[src/rtl/pc_next_unit.sv]
// pc_next_unit -- fetch PC register with registered branch/jump redirect.
//
// Holds the fetch PC and advances it by 4 every non-stalled cycle. A control
// request from decode (taken branch, J/JAL, JR/JALR) has its target computed
// and latched on the accepting edge while the PC still steps over the delay
// slot. The following non-stalled edge loads the latched target and pulses
// redir. Simultaneous requests, or a request arriving while a redirect is
// pending, set the sticky redir_err flag.
//
// Optional build macro: PC_RAS_EN adds a circular return-address stack of
// RAS_DEPTH entries (pushed by linking jumps, popped by JR without link).
// Without it, ras_top reads 0 and ras_empty reads 1.
//
// Ports:
//   clk        clock
//   rst        synchronous active-high reset
//   stall      freeze all state; requests are ignored while high
//   req_pc     address of the requesting control instruction
//   br_valid   conditional-branch request, qualified by br_taken
//   br_taken   branch condition result
//   br_offset  signed word offset of the branch
//   j_valid    J/JAL request
//   j_index    26-bit jump index
//   jr_valid   JR/JALR request
//   jr_target  register target of JR/JALR
//   link       request is JAL/JALR
//   pc_out     current fetch PC (registered)
//   redir      one-cycle pulse: pc_out was just loaded from a target
//   redir_err  sticky protocol-error flag, cleared only by rst
//   ras_top    predicted return address
//   ras_empty  return-address stack is empty
module pc_next_unit #(
    parameter int               WIDTH        = 32,
    parameter logic [WIDTH-1:0] RESET_VECTOR = WIDTH'(32'hBFC0_0000),
    parameter int               RAS_DEPTH    = 4
) (
    input  logic             clk,
    input  logic             rst,
    input  logic             stall,
    input  logic [WIDTH-1:0] req_pc,
    input  logic             br_valid,
    input  logic             br_taken,
    input  logic [15:0]      br_offset,
    input  logic             j_valid,
    input  logic [25:0]      j_index,
    input  logic             jr_valid,
    input  logic [WIDTH-1:0] jr_target,
    input  logic             link,
    output logic [WIDTH-1:0] pc_out,
    output logic             redir,
    output logic             redir_err,
    output logic [WIDTH-1:0] ras_top,
    output logic             ras_empty
);

    typedef enum logic {ST_SEQ, ST_PEND} state_t;

    // Bits of p4 that survive into a J/JAL target (everything above bit 27).
    localparam logic [WIDTH-1:0] J_KEEP_MASK = ~WIDTH'(28'hFFF_FFFF);

    state_t           state_q, state_d;
    logic [WIDTH-1:0] tgt_q;
    logic [WIDTH-1:0] p4, br_tgt, j_tgt, jr_tgt, win_tgt;
    logic             br_req, any_req, multi_req;
    logic             accept, apply, err_set;
    logic [1:0]       addr_unused;

    // ------------------------------------------------------------------
    // Target arithmetic, all modulo 2^WIDTH.
    // ------------------------------------------------------------------
    assign p4     = req_pc + WIDTH'(4);
    assign br_tgt = p4 + {{(WIDTH-18){br_offset[15]}}, br_offset, 2'b00};
    assign j_tgt  = (p4 & J_KEEP_MASK) | WIDTH'({j_index, 2'b00});
    assign jr_tgt = {jr_target[WIDTH-1:2], 2'b00};

    // Word alignment drops the low register bits.
    assign addr_unused = jr_target[1:0];

    assign br_req  = br_valid & br_taken;
    assign any_req = br_req | j_valid | jr_valid;
    // Decode may only raise one request class per cycle; any overlap of the
    // raw valids is a protocol error even though a winner is still chosen.
    assign multi_req = (jr_valid & j_valid) | (jr_valid & br_valid) | (j_valid & br_valid);

    always_comb begin
        if (jr_valid)     win_tgt = jr_tgt;
        else if (j_valid) win_tgt = j_tgt;
        else              win_tgt = br_tgt;
    end

    // ------------------------------------------------------------------
    // Redirect state machine: next state and strobes.
    // ------------------------------------------------------------------
    // NOTE: every always_comb output gets a default first so no path leaves
    // it unassigned, which would otherwise infer a latch.
    always_comb begin
        state_d = state_q;
        accept  = 1'b0;
        apply   = 1'b0;
        err_set = 1'b0;
        if (!stall) begin
            case (state_q)
                ST_SEQ: begin
                    if (any_req) begin
                        accept  = 1'b1;
                        err_set = multi_req;
                        state_d = ST_PEND;
                    end
                end
                ST_PEND: begin
                    apply   = 1'b1;
                    err_set = any_req;
                    state_d = ST_SEQ;
                end
                default: state_d = ST_SEQ;
            endcase
        end
    end

    // NOTE: sequential state uses non-blocking assignments so every register
    // samples the pre-edge values regardless of statement order.
    always_ff @(posedge clk) begin
        if (rst) begin
            state_q   <= ST_SEQ;
            pc_out    <= RESET_VECTOR;
            tgt_q     <= '0;
            redir     <= 1'b0;
            redir_err <= 1'b0;
        end else begin
            state_q <= state_d;
            redir   <= apply;
            if (!stall) begin
                pc_out <= apply ? tgt_q : pc_out + WIDTH'(4);
            end
            if (accept) begin
                tgt_q <= win_tgt;
            end
            if (err_set) begin
                redir_err <= 1'b1;
            end
        end
    end

`ifdef PC_RAS_EN
    // ------------------------------------------------------------------
    // Circular return-address stack. ras_ptr is the next write slot, so the
    // top entry sits at ras_ptr-1; the count saturates so an overflowing
    // push simply overwrites the oldest entry.
    // ------------------------------------------------------------------
    localparam int PTR_W = $clog2(RAS_DEPTH);

    logic [WIDTH-1:0] ras_mem [RAS_DEPTH];
    logic [PTR_W-1:0] ras_ptr;
    logic [PTR_W:0]   ras_cnt;
    logic             ras_push, ras_pop;

    assign ras_push  = accept & link & (j_valid | jr_valid);
    assign ras_pop   = accept & jr_valid & ~link & (ras_cnt != '0);
    assign ras_empty = (ras_cnt == '0);
    assign ras_top   = ras_empty ? '0 : ras_mem[ras_ptr - PTR_W'(1)];

    // NOTE: the stack storage has no reset; entries are only visible once the
    // count covers them, so stale contents can never reach ras_top.
    always_ff @(posedge clk) begin
        if (ras_push) begin
            ras_mem[ras_ptr] <= req_pc + WIDTH'(8);
        end
    end

    always_ff @(posedge clk) begin
        if (rst) begin
            ras_ptr <= '0;
            ras_cnt <= '0;
        end else if (ras_push) begin
            ras_ptr <= ras_ptr + PTR_W'(1);
            if (ras_cnt != (PTR_W+1)'(RAS_DEPTH)) begin
                ras_cnt <= ras_cnt + (PTR_W+1)'(1);
            end
        end else if (ras_pop) begin
            ras_ptr <= ras_ptr - PTR_W'(1);
            ras_cnt <= ras_cnt - (PTR_W+1)'(1);
        end
    end
`else
    logic ras_unused;

    assign ras_unused = link;
    assign ras_top    = '0;
    assign ras_empty  = 1'b1;
`endif

endmodule

[config.mk]
export PLATFORM = sky130hd
export DESIGN_NAME = pc_next_unit
export DESIGN_NICKNAME = d
export VERILOG_FILES = /design/src/rtl/pc_next_unit.sv
export SDC_FILE = /design/constraint.sdc
export NUM_CORES = 1
export LEC_CHECK = 0
export BUFFER_PORTS_ARGS = -buffer_cell sky130_fd_sc_hd__buf_2
export CAP_MARGIN = 5
export CORE_ASPECT_RATIO = 1.2
export CORE_UTILIZATION = 40
export CTS_CLUSTER_DIAMETER = 30
export DETAILED_ROUTE_END_ITERATION = 10
export PLACE_DENSITY_LB_ADDON = 0.12
export SLEW_MARGIN = 20
export SYNTH_ARGS = -nofsm -noshare
export SYNTH_HDL_FRONTEND = slang
export SYNTH_SLANG_ARGS = --single-unit
[constraint.sdc]
create_clock -name clk -period 6.3 [get_ports clk]
set_input_delay 0.945 -clock clk [delete_from_list [all_inputs] [get_ports clk]]
set_output_delay 0.945 -clock clk [all_outputs]
set_load 0.01 [all_outputs]
==> impl_metrics.tcl <==
set metrics [dict create \
    internal-power_mw 0.947 \
    worstMarginPinSlew_ns 0.912 \
    via_per_inst 5.29 \
    dr.pass1.iters 7 \
    synth_area_um2 6100 \
    routed_wl_mm 17.2 \
    ios 181 \
    track_usage_pct 22.1 \
    synthAdderAreaFrac_pct 7.72 \
    area_growth_pct 16.7 \
    p_seq_share_pct 34.3 \
    finalCriticalPeriod_ns 4.23 \
    synth.area.mux_share_pct 2.81 \
    start_util_pct 40.8 \
    first_iter_violations 287 \
    post_cts_resized 0 \
    postCtsSetupRepairBufs 0 \
    cts.path.max_buffers 2 \
    max-cap-violations 0 \
    rsz0062_at_grt "false" \
    pwr_density_cell_nw_per_um2 195 \
    synthArstFlopShare_pct 0 \
    ys_ff_latch 67 \
    p_clk_share_pct 36.1 \
    worstHoldPathType "register to register" \
    switching_share_pct 31.8 \
    core_area_um2 15000 \
    required_ns 6.58 \
    yosys.area_share.simple_pct 25.0 \
    drc_errors 0 \
    grt.overflow.total 0 \
    die_area_um2 15700 \
    maxSlewHeadroom_pct 39.1 \
    path_clk_slew_ns 0.05 \
    ir_worst_vdd_mv 0.121 \
    grt_pass1_vias 5431 \
    skew_ns 0.00652 \
    die_x_um 115 \
    design_area_um2 7120 \
    h-tree-depth 3 \
    diodes 0 \
    drtAntennaViolNets 0 \
    synth_cell_types 68 \
    setup_viol 0 \
    antenna_found_initial 0 \
    p_comb_share_pct 29.6 \
    crit_type "primary input to register" \
    p_total_mw 1.39 \
    syn-instance-count 845 \
    final.setup.tns_ns 0 \
    synth_largest_area_cell "dfxtp_1" \
    yosys_warnings 0 \
    layout-drive-gt1-share_pct 19.4 \
    dp_hpwl_mm 13.3 \
    cts_tree "yes" \
    synth.top_cell.area_share_pct 22.0 \
    place_area_um2 6820 \
    layout.nets 1111 \
    whs_ns 0.446 \
    cts_hold_buf 0 \
    synth_area_leaders "dfxtp_1 22%, ha_1 7.4%, nor2_1 6.8%" \
    critPathLaunchType "primary input" \
    synth_edf_count 0 \
    fin_cells 1168 \
    worstPathArrival_ns 4.51 \
    fmax_mhz 236 \
    rows 49 \
    grt_max_degree 83 \
    wl_per_cell_um 14.7 \
    die_h_um 137 \
    endpoint_kind "register" \
    synth_xor_area_share_pct 7.47 \
    place_inst 1153 \
    cts-root-buf "clkbuf_16" \
    hold_viol 0 \
    synth-seq-area-share_pct 22.0 \
    timing.final.crit_share_pct 67.2 \
    run_status "finished clean" \
    cts-buffers-inserted 9 \
    p_sw_mw 0.441 \
    synth_top_family_by_area "compound AO/OA/AOI/OAI gates" \
    avgSynthCellArea_um2 7.22 \
    p_leak_nw 3.07 \
    drv_slew 0 \
    place.gp.congestion 0.875 \
    cts_sinks 67 \
    synth_compound_area_share_pct 26.9 \
    crit_fanout 8 \
    num_vias 6176 \
    io_buffers 144 \
    insertion_delay_ns 0.33 \
    synthFlopType "dfxtp_1" \
    grt_pass1_wl_mm 27.4 \
]
-- synth_stat cells (all sizes together) (3+ instances only) --
cell / count
buf: 48
ha: 36
clkbuf: 29
a31o: 3
a31oi: 14
o221ai: 8
o21a: 5
a211oi: 10
o22ai: 11
nor2: 111
or3: 7
a21o: 16
o211a: 4
o211ai: 20
nand2: 83
o31ai: 3
dfxtp: 67
a22oi: 7
nand4: 15
and4: 4
nor3: 27
and3: 13
a221oi: 4
nand2b: 15
mux2: 9
o21ai: 36
mux2i: 7
xor2: 21
inv: 19
nand3: 31
nor2b: 5
xnor2: 31
a21oi: 83
o21bai: 5
a211o: 3
-- path summary, 6_finish.rpt --
| check | from | to | cells past startpoint | slack [ns] |
|---|---|---|---|---|
| worst max-delay path | req_pc[4] | tgt_q[30]$_SDFFE_PP0P_ | 16 | 2.07 |
| worst min-delay path | tgt_q[18]$_SDFFE_PP0P_ | tgt_q[18]$_SDFFE_PP0P_ | 1 | 0.45 |
| worst max register to register | pc_out[2]$_SDFFE_PP0N_ | pc_out[31]$_SDFFE_PP1N_ | 8 | 3.69 |
| worst min register to register | tgt_q[18]$_SDFFE_PP0P_ | tgt_q[18]$_SDFFE_PP0P_ | 1 | 0.45 |
-- cells in the final DEF, fill, tap and decap left out, types with 16 or more instances in the layout --
cell        n
a21o_1     16
conb_1     33
xnor2_1    31
o21ai_0    33
nor2_1    111
buf_2     144
o211ai_1   17
inv_1      19
xor2_1     21
ha_1       36
nor3_1     26
nand3_1    30
nand2_1    83
a21oi_1    83
dfxtp_1    66
-- per-layer routing --
layer / GRT usage [%] / part of all wire (%) / vias to the layer above
met5: 0 / 0 / -
met4: 5.34 / 0.98 / 0
met2: 36.8 / 47 / 146
met3: 2.90 / 3.9 / 10
li1: - / - / 3236
met1: 30.2 / 48 / 2784
-- metrics by stage --
step                setup WS (ns)  util (%)
floorplan                    2.40         -
finish                       2.07      47.6
detailed placement           1.69      45.6
CTS                          2.03      47.6
global route                 1.73      47.6
global placement             1.71      45.6
-- layout make-up --
class | instances | area (um^2)
Tap cell | 204 | 255
Sequential cell | 67 | 1340
Multi-Input combinational cell | 713 | 4390
Clock buffer | 13 | 260
Timing Repair Buffer | 150 | 766
Inverter | 19 | 71.3
Clock inverter | 2 | 35.0
Fill cell | 1657 | 7840
-- cells by family (layout without fill, tap and decap cells) --
family | after synthesis | after routing
buffers and inverters | 96 | 184
AND/OR/NAND/NOR | 324 | 324
multiplexers | 16 | 16
flip-flops | 67 | 67
XOR/XNOR | 52 | 52
AO/OA/AOI/OAI | 251 | 251
other | 2 | 33
adder cells (fa/ha/maj) | 37 | 37
-- registers in the layout, summed over array words and instances (netlist names) --
signal	flops
pc_out	32
redir	1
redir_err	1
state_q	1
tgt_q	32
-- worst max-delay path, cell delays in order --
cell	delay, ns
buf_2	0.13
nand4_1	0.19
nor2_1	0.37
nand3_1	0.26
nor2_1	0.24
nand2_1	0.09
xnor2_1	0.13
ha_1	0.42
nand4_1	0.15
nor2_1	0.15
nand4_1	0.12
o211ai_2	0.13
a41oi_2	0.20
o41a_1	0.43
or4b_1	0.47
nand3_1	0.09
-- power groups by stage --
stage          Clock, mW  Sequential, mW  Combinational, mW
6_report           0.502           0.476              0.411
5_1_grt            0.530           0.479              0.460
3_5_place_dp           0           0.484              0.409
3_3_place_gp           0           0.484              0.408
2_1_floorplan          0           0.481              0.303
4_1_cts            0.513           0.475              0.411
Power figures use the tool's default switching activity.
